**src/rtl/jstk_tank_ctrl_if.sv**
```systemverilog
`timescale 1ns/1ps
// Joystick-in / tank-position-out bundle for jstk_tank_ctrl.
// The slave side is the controller; the master side is its environment.
interface jstk_tank_ctrl_if;
  logic [9:0]  jstk_x;
  logic [9:0]  jstk_y;
  logic        enable;
  logic [10:0] pos_x;
  logic [10:0] pos_y;
  logic [2:0]  dir;
  logic        moving;
  logic        pos_valid;

  modport master (
    output jstk_x, jstk_y, enable,
    input  pos_x, pos_y, dir, moving, pos_valid
  );

  modport slave (
    input  jstk_x, jstk_y, enable,
    output pos_x, pos_y, dir, moving, pos_valid
  );
endinterface

```
**src/rtl/jstk_tank_ctrl.sv**
```systemverilog
`timescale 1ns/1ps
// Converts joystick X/Y readings into a clamped tank position and 8-way heading once per tick.
// Optional build macro JSTK_FILTER_EN: 4-sample moving average of each axis before the deadzone.
module jstk_tank_ctrl #(
  parameter int TICK_DIV    = 1083333,
  parameter int CENTER      = 512,
  parameter int DEADZONE    = 64,
  parameter int SPEED_SHIFT = 7,
  parameter int X_MIN       = 0,
  parameter int X_MAX       = 991,
  parameter int Y_MIN       = 0,
  parameter int Y_MAX       = 735,
  parameter int X_INIT      = 496,
  parameter int Y_INIT      = 368
) (
  input  logic             clk,
  input  logic             rst,
  jstk_tank_ctrl_if.slave  bus
);

  localparam int CNT_W = (TICK_DIV > 1) ? $clog2(TICK_DIV) : 1;

  localparam logic [1:0] S_IDLE   = 2'd0;
  localparam logic [1:0] S_SAMPLE = 2'd1;
  localparam logic [1:0] S_STEP   = 2'd2;
  localparam logic [1:0] S_UPDATE = 2'd3;

  logic [CNT_W-1:0] tick_cnt;
  logic             tick;
  logic [1:0]       state;

  logic [9:0]  eff_x, eff_y;
  logic signed [10:0] dx, dy;
  logic [10:0] mag_x, mag_y, step_x, step_y;
  logic        right, left, up, down;
  logic signed [11:0] ddx, ddy, new_x, new_y;
  logic [10:0] next_x, next_y;
  logic [2:0]  next_dir;

  logic [10:0] pos_x_q, pos_y_q;
  logic [2:0]  dir_q;
  logic        moving_q, pos_valid_q;

  function automatic logic [10:0] axis_step(input logic [10:0] mag);
    if (mag <= 11'(DEADZONE)) return 11'd0;
    return ((mag - 11'(DEADZONE)) >> SPEED_SHIFT) + 11'd1;
  endfunction

  assign tick = (tick_cnt == CNT_W'(TICK_DIV - 1));

  // NOTE: sequential state uses <= so every flop samples pre-edge values, independent of block order.
  always_ff @(posedge clk or negedge rst) begin
    if (!rst)      tick_cnt <= '0;
    else if (tick) tick_cnt <= '0;
    else           tick_cnt <= tick_cnt + 1'b1;
  end

  // Ticks seen outside IDLE, or with enable low, are simply not acted on.
  always_ff @(posedge clk or negedge rst) begin
    if (!rst) begin
      state <= S_IDLE;
    end else begin
      case (state)
        S_IDLE:   if (tick && bus.enable) state <= S_SAMPLE;
        S_SAMPLE: state <= S_STEP;
        S_STEP:   state <= S_UPDATE;
        default:  state <= S_IDLE;
      endcase
    end
  end

`ifdef JSTK_FILTER_EN
  logic [9:0]  hist_x [4];
  logic [9:0]  hist_y [4];
  logic [11:0] sum_x, sum_y;

  // NOTE: the history is a handful of flops, so it is reset to CENTER and the first averages start from rest.
  always_ff @(posedge clk or negedge rst) begin
    if (!rst) begin
      for (int i = 0; i < 4; i++) begin
        hist_x[i] <= 10'(CENTER);
        hist_y[i] <= 10'(CENTER);
      end
    end else if (state == S_SAMPLE) begin
      hist_x[0] <= bus.jstk_x;
      hist_y[0] <= bus.jstk_y;
      for (int i = 1; i < 4; i++) begin
        hist_x[i] <= hist_x[i-1];
        hist_y[i] <= hist_y[i-1];
      end
    end
  end

  assign sum_x = 12'(hist_x[0]) + 12'(hist_x[1]) + 12'(hist_x[2]) + 12'(hist_x[3]);
  assign sum_y = 12'(hist_y[0]) + 12'(hist_y[1]) + 12'(hist_y[2]) + 12'(hist_y[3]);
  assign eff_x = 10'(sum_x >> 2);
  assign eff_y = 10'(sum_y >> 2);
`else
  logic [9:0] samp_x, samp_y;

  always_ff @(posedge clk or negedge rst) begin
    if (!rst) begin
      samp_x <= 10'(CENTER);
      samp_y <= 10'(CENTER);
    end else if (state == S_SAMPLE) begin
      samp_x <= bus.jstk_x;
      samp_y <= bus.jstk_y;
    end
  end

  assign eff_x = samp_x;
  assign eff_y = samp_y;
`endif

  assign dx = $signed({1'b0, eff_x}) - $signed(11'(CENTER));
  assign dy = $signed({1'b0, eff_y}) - $signed(11'(CENTER));

  // NOTE: every always_comb output gets a default first, so no path can leave it unassigned and infer a latch.
  always_comb begin
    next_dir = dir_q;
    mag_x    = dx[10] ? 11'(-dx) : 11'(dx);
    mag_y    = dy[10] ? 11'(-dy) : 11'(dy);
    step_x   = axis_step(mag_x);
    step_y   = axis_step(mag_y);
    right    = (step_x != 11'd0) && !dx[10];
    left     = (step_x != 11'd0) &&  dx[10];
    up       = (step_y != 11'd0) && !dy[10];
    down     = (step_y != 11'd0) &&  dy[10];

    // Joystick up moves toward screen row 0, so the Y delta is inverted.
    ddx = right ? $signed({1'b0, step_x}) : (left ? -$signed({1'b0, step_x}) : 12'sd0);
    ddy = up    ? -$signed({1'b0, step_y}) : (down ? $signed({1'b0, step_y}) : 12'sd0);

    new_x = $signed({1'b0, pos_x_q}) + ddx;
    new_y = $signed({1'b0, pos_y_q}) + ddy;

    if (new_x < $signed(12'(X_MIN)))      next_x = 11'(X_MIN);
    else if (new_x > $signed(12'(X_MAX))) next_x = 11'(X_MAX);
    else                                  next_x = new_x[10:0];

    if (new_y < $signed(12'(Y_MIN)))      next_y = 11'(Y_MIN);
    else if (new_y > $signed(12'(Y_MAX))) next_y = 11'(Y_MAX);
    else                                  next_y = new_y[10:0];

    case ({up, down, right, left})
      4'b1000: next_dir = 3'd0;
      4'b1010: next_dir = 3'd1;
      4'b0010: next_dir = 3'd2;
      4'b0110: next_dir = 3'd3;
      4'b0100: next_dir = 3'd4;
      4'b0101: next_dir = 3'd5;
      4'b0001: next_dir = 3'd6;
      4'b1001: next_dir = 3'd7;
      default: next_dir = dir_q;
    endcase
  end

  // Results are captured at the end of STEP so they, and pos_valid, are visible throughout UPDATE.
  always_ff @(posedge clk or negedge rst) begin
    if (!rst) begin
      pos_x_q     <= 11'(X_INIT);
      pos_y_q     <= 11'(Y_INIT);
      dir_q       <= 3'd0;
      moving_q    <= 1'b0;
      pos_valid_q <= 1'b0;
    end else begin
      pos_valid_q <= 1'b0;
      if (state == S_STEP) begin
        pos_x_q     <= next_x;
        pos_y_q     <= next_y;
        dir_q       <= next_dir;
        moving_q    <= (ddx != 12'sd0) || (ddy != 12'sd0);
        pos_valid_q <= 1'b1;
      end
    end
  end

  assign bus.pos_x     = pos_x_q;
  assign bus.pos_y     = pos_y_q;
  assign bus.dir       = dir_q;
  assign bus.moving    = moving_q;
  assign bus.pos_valid = pos_valid_q;

endmodule
```
**src/flat_wrapper.sv**
```systemverilog
// flat-port wrapper written by rule: the top's interface ports become plain ports
module jstk_tank_ctrl_flat 
#(
  parameter int TICK_DIV    = 1083333,
  parameter int CENTER      = 512,
  parameter int DEADZONE    = 64,
  parameter int SPEED_SHIFT = 7,
  parameter int X_MIN       = 0,
  parameter int X_MAX       = 991,
  parameter int Y_MIN       = 0,
  parameter int Y_MAX       = 735,
  parameter int X_INIT      = 496,
  parameter int Y_INIT      = 368
)
  (clk, rst, bus_jstk_x, bus_jstk_y, bus_enable, bus_pos_x, bus_pos_y, bus_dir, bus_moving, bus_pos_valid);
  jstk_tank_ctrl_if bus_i ();
  input  logic clk;
  input  logic rst;
  input wire logic [$bits(bus_i.jstk_x)-1:0] bus_jstk_x;
  input wire logic [$bits(bus_i.jstk_y)-1:0] bus_jstk_y;
  input wire logic [$bits(bus_i.enable)-1:0] bus_enable;
  output wire logic [$bits(bus_i.pos_x)-1:0] bus_pos_x;
  output wire logic [$bits(bus_i.pos_y)-1:0] bus_pos_y;
  output wire logic [$bits(bus_i.dir)-1:0] bus_dir;
  output wire logic [$bits(bus_i.moving)-1:0] bus_moving;
  output wire logic [$bits(bus_i.pos_valid)-1:0] bus_pos_valid;
  assign bus_i.jstk_x = bus_jstk_x;
  assign bus_i.jstk_y = bus_jstk_y;
  assign bus_i.enable = bus_enable;
  assign bus_pos_x = bus_i.pos_x;
  assign bus_pos_y = bus_i.pos_y;
  assign bus_dir = bus_i.dir;
  assign bus_moving = bus_i.moving;
  assign bus_pos_valid = bus_i.pos_valid;
  jstk_tank_ctrl #(.TICK_DIV(TICK_DIV), .CENTER(CENTER), .DEADZONE(DEADZONE), .SPEED_SHIFT(SPEED_SHIFT), .X_MIN(X_MIN), .X_MAX(X_MAX), .Y_MIN(Y_MIN), .Y_MAX(Y_MAX), .X_INIT(X_INIT), .Y_INIT(Y_INIT)) u_core (.clk(clk), .rst(rst), .bus(bus_i));
endmodule
```
**config.mk**
```make
export PLATFORM = sky130hd
export DESIGN_NAME = jstk_tank_ctrl_flat
export DESIGN_NICKNAME = d
export VERILOG_FILES = /design/src/rtl/jstk_tank_ctrl_if.sv /design/src/rtl/jstk_tank_ctrl.sv /design/src/flat_wrapper.sv
export SDC_FILE = /design/constraint.sdc
export NUM_CORES = 1
export LEC_CHECK = 0
export ABC_AREA = 1
export BUFFER_PORTS_ARGS = -buffer_cell sky130_fd_sc_hd__buf_2
export CELL_PAD_IN_SITES_DETAIL_PLACEMENT = 1
export CELL_PAD_IN_SITES_GLOBAL_PLACEMENT = 2
export CORE_ASPECT_RATIO = 0.9
export CORE_MARGIN = 2
export CORE_UTILIZATION = 35
export DETAILED_ROUTE_END_ITERATION = 16
export GPL_ROUTABILITY_DRIVEN = 0
export PLACE_DENSITY = 0.78
export SLEW_MARGIN = 10
export SYNTH_ARGS = -nofsm -noshare
export SYNTH_HDL_FRONTEND = slang
export SYNTH_SLANG_ARGS = --single-unit
```
**constraint.sdc**
```tcl
create_clock -name clk -period 7.1 [get_ports clk]
set_input_delay 0.71 -clock clk [delete_from_list [all_inputs] [get_ports clk]]
set_output_delay 0.71 -clock clk [all_outputs]
set_load 0.05 [all_outputs]
```
# == After elaboration in Yosys (flattened, before gate mapping) ==
# Cells that the tools add are included.
# op_classes
add_sub_neg,13
order_cmp,6
n_eq_ne,12
muxes,21
reduce_logical,15
# op_table
operator,count
$mux W11,11
$mux W12,3
$add A12 B12 Y12,2
$gt A12 B11 Y1 const B,2
$lt A12 B1 Y1 const B,2
$neg A11 Y12,2
$pmux W3 S8,1
$reduce_bool A12 Y1,2
$le A11 B7 Y1 const B,2
$neg A11 Y11,2
$reduce_bool A11 Y1,2
$sub A10 B10 Y11 const B,2
$sub A11 B7 Y11 const B,2
$add A21 B1 Y21 const B,1
$eq A21 B21 Y1 const B,1
$mux W21,1
$eq A4 B3 Y1 const B,3
$eq A4 B4 Y1 const B,3
$add A4 B1 Y5 const B,2
$reduce_bool A8 Y1,1
$pmux W2 S3,1
$logic_and A1 B1 Y1,5
$eq A4 B1 Y1 const B,1
$eq A4 B2 Y1 const B,1
9 further kinds,12
# word_totals
register_bits,70

# == Longest topological paths before layout ==
# Gate-level depths: netlist of run 1.
# logic_depth
word_depth,14
mapped_depth,40

# == Least setup slack after synthesis of run 1 ==
# OpenSTA, ideal clock, no wires.
# synth_timing
kind,flip-flop to flip-flop
from,register u_core.samp_y[0] (netlist: u_core.eff_y[0])
to,register u_core.pos_y_q[1] (netlist: u_core.bus.pos_y[1])
arrival_time_ps,4846
required_time_ps,6977
setup_slack_ps,2130
path_stages_with_launch,36
path_buffers,0
cell_sequence,dfrtp_1 > inv_1 > ha_1 > inv_1 > nor2_4 > nand3_2 > nand2_1 > nand2_1 > nand2_2 > inv_1 > ha_1 > inv_1 > nand3_1 > nand2_1 > inv_1 > ha_1 > nand2_1 > ha_1 > and3_1 > ha_1 > nor2_1 > nand2_1 > nand2_1 > inv_1 > fa_1 > o31ai_1 > nand2_1 > nand2_1 > a21o_1 > a21oi_1 > xor2_1 > nand2_2 > inv_2 > nand2_1 > nand3_1 > o21ai_1
# synth_between
elab_chain_cells,14
word_cells_on_any_way,20
classes_between,add/sub (6); order compare (3); mux (7); reduce/logical (4)
# synth_rtl
element,line,source
start: declaration,jstk_tank_ctrl.sv:99,"logic [9:0] samp_x, samp_y;"
start signal: assignment,jstk_tank_ctrl.sv:104,samp_y <= 10'(CENTER);
start signal: assignment,jstk_tank_ctrl.sv:107,samp_y <= bus.jstk_y;
$sub A10 B10 Y11 (*),jstk_tank_ctrl.sv:116,"assign dy = $signed({1'b0, eff_y}) - $signed(11'(CENTER));"
branches (longest 8 deep; another with $neg A11 Y12),n/a,
$mux W12 (*),jstk_tank_ctrl.sv:132,"ddy = up ? -$signed({1'b0, step_y}) : (down ? $signed({1'b0, step_y}) : 12'sd0);"
$add A12 B12 Y12 (*),jstk_tank_ctrl.sv:135,"new_y = $signed({1'b0, pos_y_q}) + ddy;"
$gt A12 B11 Y1,jstk_tank_ctrl.sv:142,else if (new_y > $signed(12'(Y_MAX))) next_y = 11'(Y_MAX);
$mux W11,jstk_tank_ctrl.sv:142,
$mux W11 (*),jstk_tank_ctrl.sv:141,if (new_y < $signed(12'(Y_MIN))) next_y = 11'(Y_MIN);
end signal: assignment,jstk_tank_ctrl.sv:162,pos_y_q <= 11'(Y_INIT);
end signal: assignment,jstk_tank_ctrl.sv:170,pos_y_q <= next_y;
end: declaration,jstk_tank_ctrl.sv:40,"logic [10:0] pos_x_q, pos_y_q;"
# Mark *: on every way between the ends.
# A chain may end at the register's enable or synchronous reset.

# == Final worst setup path of run 1 ==
# layout_timing
from,register u_core.samp_y[1] (netlist: u_core.eff_y[1])
to,register u_core.pos_y_q[1] (netlist: u_core.bus.pos_y[1])
# The elaborated chain is that of the path after synthesis.

==> results.ini, run 1 <==
[outcome]
run_status=completed

[timing]
worst_slew_pin_slew_ns=0.941
period_needed_ns=5.94
period_share_pct=83.7
relSlewSlack_pct=37.3
rsz0062_at_grt=no
clock_skew_ns=0.00759
slew_violations=0
hold_viol=0
clock.fmax_ghz=0.168
finalSetupViolations=0
finalWorstSetupSlack_ns=1.16
finalSetupTns_ns=0

[logic_synthesis]
avgSynthCellArea_um2=7.40
synth_cells=745
synth.distinct_cells=44
synth_top_area_cell=dfrtp_1
yosysWarnings=0
yosys-top-cells-area=dfrtp_1 27%, nand2_1 12%, ha_1 9.1%
synth_top_area_share_pct=26.8
ys_seq_elements=70
synth_seq_area_share_pct=32.0
synth_area_um2=5520

[clocking]
clock_latency_ns=0.35
cts_tree=done
cts_buffers=9
clock_path_buffers=2
cts_setup_buffers=0
cts.sinks=70
clockRootBuffer=clkbuf_16
hold_buffers=0
clkTransAtPathRegs_ns=0.06
cts_max_level=3
post_cts_resized=0

[place]
port_buffers=49
pre_cts_ws_ns=1.15
place_hpwl_um=11400

[critical_path]
crit_fanout=7
critPathLaunch=u_core.eff_y[1]$_DFFE_PN0N_
rr_startpoint=u_core.eff_y[1]$_DFFE_PN0N_
r2r.worst_path.cells=36
path_class=reg -> reg
required_ns=7.38
cp.arrival_ns=6.22
r2r-end=u_core.bus.pos_y[1]$_DFFE_PN0P_
slowest_stage=nor2_1
endpoint=u_core.bus.pos_y[1]$_DFFE_PN0P_
worstSetupEndpointType=flop
max_stage_delay_ns=0.62
crit_top_cell=nand2_1
reg2reg_slack_ns=1.16
start_kind=flop

[final_layout]
syn2layout_area_growth_pct=14.2
nNetsFinal=863
diodes=0
drive_above_1_share_pct=20.5
fillers=1959

[global_routing]
first_global_vias=5302
grt_antenna_before_repair=0
track_usage_pct=19.3
grt_overflow=0
grt_max_degree=71
grt_pass1_wl_um=25600

[drt]
vias_per_cell=4.94
ant_nets=0
wire_per_inst_um=14.7
dr.first_iter.drc_count=186
wl_um=14800
first_pass_iters=6
drc=0
vias=4965

[floorplan]
rows=43
core-area_um2=15400
die_h_um=123
start_util_pct=35.7
die_w_um=136
io_pins=50
dieArea_um2=16800

[power]
p_leak_nw=3.27
power_density_nw_per_um2=340
peakVddDrop_mv=0.243

[worst_hold_path]
hold_class=reg -> reg

[job]
maxCapViolations=0

## kinds of logic after synthesis
logic type / after synthesis / share of synthesized area [%]
compound gates: 105 / 11.6
fa+ha+maj: 42 / 9.80
simple gates: 368 / 33.5
xor+xnor: 21 / 3.33
buf+inv: 138 / 9.66
other cells: 1 / 0.0680
flops: 70 / 32.0
## power breakdown
part,switching (mW),internal [mW],total [mW]
clock network,0.183,0.316,0.499
registers,0.0618,0.480,0.542
logic,0.768,0.335,1.10
total,1.01,1.13,2.14
## synthesized netlist by cell type, drive strengths merged
| library cell | instances |
|---|---|
| a211oi | 2 |
| a21o | 2 |
| a21oi | 26 |
| a31oi | 1 |
| and3 | 1 |
| buf | 6 |
| clkbuf | 5 |
| conb | 1 |
| dfrtp | 59 |
| dfstp | 11 |
| fa | 2 |
| ha | 40 |
| inv | 127 |
| nand2 | 194 |
| nand3 | 58 |
| nand3b | 2 |
| nand4 | 15 |
| nor2 | 73 |
| nor3 | 14 |
| nor4 | 7 |
| o211ai | 14 |
| o21a | 5 |
| o21ai | 51 |
| o221a | 1 |
| o31ai | 3 |
| or2 | 4 |
| xnor2 | 6 |
| xor2 | 15 |
## routing by layer
metal  up-vias  track usage (%)  part of all wire [%]
li1       2520                -                     -
met1      2381             25.2                    48
met2        49             33.0                    47
met3        15             3.57                   2.8
met4         0             5.27                   1.3
met5         -                0                     0
## placed cells by master, fill, tap and decap left out, types with 10 or more instances in the layout
cell type / instances
nand4_1: 12
ha_1: 40
inv_2: 17
inv_1: 110
nand3_2: 13
nand2_4: 10
xor2_1: 15
dfstp_2: 11
a21oi_1: 26
dfrtp_1: 59
nand2_1: 172
o21ai_0: 41
nor3_1: 13
buf_2: 49
o211ai_1: 11
nand2_2: 12
nor2_1: 59
nand3_1: 42
## stage by stage
stage / hold slack, ns / power, mW / instances / util [%] / cell area (µm²)
2_1_floorplan: 0.414 / 1.40 / 746 / - / 5520
3_3_place_gp: 0.461 / 1.63 / 989 / 38.8 / 5980
3_5_place_dp: 0.473 / 1.65 / 989 / 38.8 / 5980
4_1_cts: 0.485 / 2.17 / 1005 / 40.8 / 6300
5_1_grt: 0.507 / 2.31 / 1005 / 40.8 / 6300
6_report: 0.484 / 2.14 / 1005 / 40.8 / 6300
## worst max-delay path: cells and delay by family, from the launching register on
family / cells / cell delay [ns]
AND/OR/NAND/NOR: 18 / 2.65
adder cells (fa/ha/maj): 6 / 1.53
buffers and inverters: 7 / 0.66
AO/OA/AOI/OAI: 4 / 0.46
flip-flops: 1 / 0.36
XOR/XNOR: 1 / 0.23
## sequential cells by signal, summed over array words and instances (netlist names)
register,flops
u_core.state,2
u_core.eff_y,10
u_core.tick_cnt,21
u_core.bus.moving,1
u_core.bus.pos_valid,1
u_core.bus.dir,3
u_core.bus.pos_y,11
u_core.eff_x,10
u_core.bus.pos_x,11
## worst min-delay path by stage
stage | end | slack, ns | cells past startpoint | startpoint
2_1_floorplan | u_core.bus.dir[0]$_DFFE_PN0P_ | 0.41 | 0 | rst
3_3_place_gp | u_core.tick_cnt[19]$_DFF_PN0_ | 0.46 | 1 | u_core.tick_cnt[19]$_DFF_PN0_
3_5_place_dp | u_core.tick_cnt[19]$_DFF_PN0_ | 0.47 | 1 | u_core.tick_cnt[19]$_DFF_PN0_
4_1_cts | u_core.tick_cnt[19]$_DFF_PN0_ | 0.48 | 1 | u_core.tick_cnt[19]$_DFF_PN0_
5_1_grt | u_core.tick_cnt[0]$_DFF_PN0_ | 0.51 | 1 | u_core.tick_cnt[0]$_DFF_PN0_
6_report | u_core.bus.pos_x[7]$_DFFE_PN1P_ | 0.48 | 2 | u_core.bus.pos_x[7]$_DFFE_PN1P_
## area by class of cell
class,instances,area [µm²],area share (%)
clock buffers,12,246,3.91
clock inverters,4,70.1,1.11
inverters,127,477,7.57
multi-input cells,538,3220,51.1
flip-flops and latches,70,1770,28.0
well taps,202,253,4.01
repair buffers,52,268,4.25
(Power assumes the default switching activity.)
==> run 2, diff against run 1 <==
- ABC_AREA: 1 -> 0
- CORE_UTILIZATION: 35 -> 38
- PLACE_DENSITY: 0.78 -> 0.79
- clock period: 7.1 -> 5.85 ns (I/O delays scaled with it)
==> run 2 against run 1 <==
  * Fmax rose by 6.1%
  * Die area is 14% lower
  * Hold slack worse by 0.034 ns
  * Synthesized area is 6.7% lower
  * Worst setup slack got worse by 0.91 ns
  * Clock skew hardly changed
  * Global-route usage is 0.90 points higher
  * Critical path depth shrank 10
  * Largest cell class unchanged
  * Highest routed layer unchanged
==> results.ini, run 2 <==
[clocking]
clock_path_buffers=2
cts_max_level=3
cts_tree=done
clock_latency_ns=0.34
cts.sinks=70
clkTransAtPathRegs_ns=0.06
hold_buffers=0
cts_buffers=9
clockRootBuffer=clkbuf_16

[drt]
dr.first_iter.drc_count=243
first_pass_iters=4
vias_per_cell=5.59
vias=4615
drc=0
ant_nets=0
wire_per_inst_um=17.6
wl_um=14500

[final_layout]
final_common_cell=dfrtp_1
drive_above_1_share_pct=29.9
finalInstanceArea_um2=6420
nNetsFinal=719
regMostFlops=u_core.tick_cnt
largest_reg_flops=21
postLayoutCoreUtil_pct=48.2
final_cell_mix=59 x dfrtp_1, 49 x buf_2, 45 x nor2_1, 45 x buf_4, 43 x nand2_1
syn2layout_area_growth_pct=24.6
diodes=0

[logic_synthesis]
synth_edf_count=0
synth.top_cells.by_count=59 x dfrtp_1, 48 x nor2_1, 45 x nand2_1
ys_seq_elements=70
synth_top_area_cell=dfrtp_1
synth.distinct_cells=70
synth_top_area_share_pct=28.7
synth_area_um2=5150
yosysWarnings=0
synth_seq_area_share_pct=34.3
avgSynthCellArea_um2=9.08
yosys-top-cells-area=dfrtp_1 29%, ha_1 9.7%, dfstp_2 5.6%
ys.flop_type=dfrtp_1
synth_cells=567
synth-async-reset-ratio_pct=100
synth.most_common_cell=dfrtp_1

[global_routing]
grt_pass1_wl_um=23500
first_global_vias=4730
grt_overflow=0
track_usage_pct=20.2
grt_antenna_before_repair=0
grt_max_degree=71

[power]
switching_power_mw=1.20
p_clk_share_pct=20.4
switching_share_pct=43.7
p_int_mw=1.55
combPwrFrac_pct=55.4
power_density_nw_per_um2=429
p_leak_nw=2.81
peakVddDrop_mv=0.372
p_seq_share_pct=24.2

[critical_path]
start_kind=flop
critPathTopFamily=simple AND/OR/NAND/NOR gates
max_stage_delay_ns=0.58
critPathBufInv=2
slowest_stage=or4_1
cp.arrival_ns=5.83
required_ns=6.08
r2r.worst_path.cells=26
path_class=reg -> reg
worstSetupEndpointType=flop
crit_fanout=9
path_depth=26

[place]
port_buffers=49
place_area_um2=5780
place_hpwl_um=10700

[timing]
hold_viol=0
relSlewSlack_pct=25.5
clock.fmax_ghz=0.179
slew_violations=0
period_share_pct=95.7
clock_skew_ns=0.00781
worst_slew_pin_slew_ns=1.12
period_needed_ns=5.60
finalSetupViolations=0

[floorplan]
die_h_um=114
start_util_pct=38.7
rows=40
io_pins=50
core-area_um2=13300
dieArea_um2=14500
die_w_um=127

[worst_hold_path]
hold_class=in -> async

[job]
maxCapViolations=0

[outcome]
run_status=completed

[run 2: cell types whose count changed after synthesis, sizes merged, moves of 15 or more]
| cell | change |
|---|---|
| inv | -96 |
| mux2 | +15 |
| nand2 | -149 |
| nand3 | -50 |
| nor2 | -25 |
| o21ai | -24 |
| xnor2 | +22 |
[run 2: cell type report]
class,instances,area (µm²)
Clock inverter,3,43.8
Timing Repair Buffer,94,583
Fill cell,1554,6900
Inverter,31,116
Sequential cell,70,1770
Multi-Input combinational cell,448,3440
Clock buffer,12,256
Tap cell,168,210
[run 2: final timing paths]
kind,slack (ns),to,from
max in group asynchronous,4.77,u_core.eff_y[7]$_DFFE_PN0N_,rst
worst max-delay path,0.25,u_core.bus.pos_y[3]$_DFFE_PN0P_,u_core.eff_y[1]$_DFFE_PN0N_
worst min-delay path,0.45,u_core.bus.pos_x[10]$_DFFE_PN0P_,rst
worst max register to register,0.25,u_core.bus.pos_y[3]$_DFFE_PN0P_,u_core.eff_y[1]$_DFFE_PN0N_
worst min register to register,0.50,u_core.tick_cnt[0]$_DFF_PN0_,u_core.tick_cnt[0]$_DFF_PN0_
min in group clk,0.45,u_core.eff_x[5]$_DFFE_PN0N_,bus_jstk_x[5]
[run 2: logic make-up after synthesis]
kind of cell               count (synthesis)  share of synthesized area [%]
and+or+nand+nor                          204                           20.8
AOI/OAI and AO/OA                        138                           19.1
DFF                                       70                           34.3
buffers and inverters                     50                           3.79
xor gates and xnor gates                  43                           7.31
adders and majority gates                 42                           10.5
muxes                                     19                           4.06
other                                      1                         0.0728
[run 2: timing repair]
| action | CTS | global route |
|---|---|---|
| buffers inserted | 0 | 12 |
| setup endpoints to repair | 12 | 20 |
| gates resized for setup | 5 | 55 |
| pin swaps | 1 | 17 |
[run 2: worst register-to-register path, cell delays in order, from the launching register on]
cell and delay [ns]:
dfrtp_1 0.40, inv_1 0.08, ha_2 0.20, nor2b_4 0.13, a21oi_2 0.18, xnor2_2 0.15, ha_1 0.27, or4_1 0.58
nor4_4 0.21, nor2_1 0.08, and3_1 0.22, ha_1 0.22, nand2b_2 0.23, nor2_2 0.15, nand2_1 0.07, mux2i_1 0.16
a21o_1 0.13, ha_2 0.31, o21a_1 0.18, o31a_1 0.14, o21a_1 0.21, or3_1 0.33, nand4_1 0.12, a21boi_1 0.08
buf_4 0.18, o311a_1 0.33, a21o_1 0.15
[run 2: power by group through the flow]
stage               sequential, mW  combinational [mW]  clock [mW]
floorplan                    0.887               0.789           0
global placement             0.665                1.36           0
detailed placement           0.668                1.39           0
CTS                          0.661                1.41       0.580
global route                 0.679                1.67       0.598
finish                       0.666                1.53       0.563
[run 2: stage by stage]
stage	worst slack [ns]	total power [mW]	instances	TNS [ns]	hold slack (ns)
after global placement	-0.0250	2.02	799	-0.0956	0.475
final	0.250	2.75	826	0	0.450
after floorplan	0.0612	1.68	568	0	0.289
after global routing	-0.0461	2.94	826	-0.174	0.471
after detailed placement	-0.117	2.06	799	-0.605	0.488
after CTS	0.00747	2.65	814	0	0.441
[run 2: per-layer routing]
metal	vias to the layer above	share of wire, %	global-route usage, %
li1	2243	-	-
met3	18	3.0	4.07
met4	0	1.6	5.42
met2	63	48	33.3
met1	2291	47	27.5
met5	-	0	0
==> run 3, diff against run 2 <==
- PLACE_DENSITY: 0.79 -> default
- PLACE_DENSITY_LB_ADDON: default -> 0.1
==> run 3 against run 2 <==
  * Non-clock buffer count increased by 6
  * Fmax increased by 0.24%
  * Sequential share of layout area about the same
  * Critical endpoint is now u_core.bus.pos_x[1]$_DFFE_PN0P_
  * Largest power group unchanged
==> results.ini, run 3 (same netlist as run 2, synthesis figures left out) <==
[critical_path]
start_kind=flop
slowest_stage=or4_1
critPathBufInv=3
path_class=reg -> reg
rr_startpoint=u_core.eff_x[1]$_DFFE_PN0N_
crit_fanout=6
required_ns=6.14
reg2reg_slack_ns=0.26
max_stage_delay_ns=0.47
worstSetupEndpointType=flop
cp.arrival_ns=5.88
r2r-end=u_core.bus.pos_x[1]$_DFFE_PN0P_
crit_top_cell=ha_2
r2r.worst_path.cells=27
critPathTopFamily=compound AO/OA/AOI/OAI gates

[place]
place_hpwl_um=10800
pre_cts_ws_ns=-0.145
port_buffers=49
dp_cells=804

[timing]
hold_viol=0
relSlewSlack_pct=25.6
period_share_pct=95.5
period_needed_ns=5.59
hold_ws_ns=0.384
finalSetupViolations=0
slew_violations=0
finalWorstSetupSlack_ns=0.264
worst_slew_pin_slew_ns=1.12
finalSetupTns_ns=0
clock_skew_ns=0.00806
clock.fmax_ghz=0.179

[final_layout]
regMostFlops=u_core.tick_cnt
final_common_cell=dfrtp_1
final_cell_mix=57 x dfrtp_1, 51 x buf_4, 48 x buf_2
nNetsFinal=725
postLayoutCoreUtil_pct=48.2
drive_above_1_share_pct=30.1
final_cells=833
largest_reg_flops=21
syn2layout_area_growth_pct=24.7
fillers=1566
diodes=0

[clocking]
clkTransAtPathRegs_ns=0.06
cts_buffers=9
clockRootBuffer=clkbuf_16
clock_path_buffers=2
cts_max_level=3
hold_buffers=0
cts_tree=done
clock_latency_ns=0.35
cts.sinks=70

[global_routing]
grt_overflow=0
grt_max_degree=71
track_usage_pct=20.8
grt_pass1_wl_um=24100
first_global_vias=4838
grt_antenna_before_repair=0

[floorplan]
die_w_um=127
io_pins=50
die_h_um=114
dieArea_um2=14500
rows=40
core-area_um2=13300
start_util_pct=38.7

[drt]
drc=0
wire_per_inst_um=17.8
vias=4685
ant_nets=0
first_pass_iters=4
wl_um=14800
dr.first_iter.drc_count=189
vias_per_cell=5.62

[power]
p_leak_nw=2.83
power_density_nw_per_um2=435
peakVddDrop_mv=0.406

[job]
maxCapViolations=0

[outcome]
run_status=completed

[worst_hold_path]
hold_class=in -> async

==> run 3: layout make-up <==
cell class,count,area (µm²),share of cell area (%)
multi-input combinational,448,3390,52.8
sequential,70,1770,27.5
timing repair buffer,100,634,9.88
clock buffer,10,229,3.57
tap,168,210,3.27
inverter,31,116,1.81
clock inverter,6,71.3,1.11
==> run 3: layer usage <==
layer,GRT usage (%),vias up,wire length [µm]
met4,5.71,0,220
met3,4.25,17,461
met1,28.0,2345,7170
met5,0,-,0
met2,34.2,68,6960
li1,-,2255,-
==> run 3: worst reg2reg max path, cell delays in order, from the launching register on <==
cell	delay [ns]
dfrtp_2	0.45
or2_4	0.28
nor4_2	0.21
nor2_1	0.10
xnor2_2	0.20
ha_2	0.22
xor2_1	0.18
xnor2_1	0.10
ha_1	0.31
nand2_1	0.07
ha_2	0.18
o21ai_0	0.08
a21oi_1	0.21
ha_2	0.30
buf_6	0.14
nor3b_4	0.04
a221oi_2	0.19
buf_4	0.17
fa_2	0.22
nor2b_2	0.06
o31a_1	0.34
o221ai_2	0.21
a21oi_2	0.12
xnor2_2	0.15
or4_1	0.47
o211ai_1	0.19
buf_4	0.17
o221a_2	0.19
==> run 3: timing repair <==
action	in CTS	in global routing
setup buffers	0	13
pin swaps	0	22
resized for setup	4	51
setup endpoints to repair	11	20
cloned	0	0
==> run 3: stage by stage <==
| step | instance area (µm²) | power (mW) |
|---|---|---|
| 6_report | 6420 | 2.79 |
| 2_1_floorplan | 5150 | 1.68 |
| 5_1_grt | 6420 | 2.99 |
| 3_3_place_gp | 5820 | 2.05 |
| 3_5_place_dp | 5820 | 2.09 |
| 4_1_cts | 6130 | 2.69 |
==> run 3: worst max path at each step <==
stage | start | endpoint | slack (ns) | cells after the start
detailed placement | u_core.eff_x[1]$_DFFE_PN0N_ | u_core.bus.pos_x[4]$_DFFE_PN1P_ | -0.14 | 30
global placement | u_core.eff_x[1]$_DFFE_PN0N_ | u_core.bus.pos_x[1]$_DFFE_PN0P_ | 0.08 | 30
global route | u_core.eff_x[1]$_DFFE_PN0N_ | u_core.bus.pos_x[4]$_DFFE_PN1P_ | -0.15 | 27
finish | u_core.eff_x[1]$_DFFE_PN0N_ | u_core.bus.pos_x[1]$_DFFE_PN0P_ | 0.26 | 27
floorplan | u_core.eff_x[4]$_DFFE_PN0N_ | u_core.bus.pos_x[0]$_DFFE_PN0P_ | 0.06 | 25
CTS | u_core.eff_x[4]$_DFFE_PN0N_ | u_core.bus.pos_x[1]$_DFFE_PN0P_ | 0.003 | 25
==> run 3: power by group <==
| group | internal [mW] | leakage, nW | switching, mW |
|---|---|---|---|
| Sequential | 0.578 | 0.843 | 0.0864 |
| Combinational | 0.635 | 1.84 | 0.925 |
| Clock | 0.333 | 0.139 | 0.234 |
| Total | 1.55 | 2.83 | 1.25 |
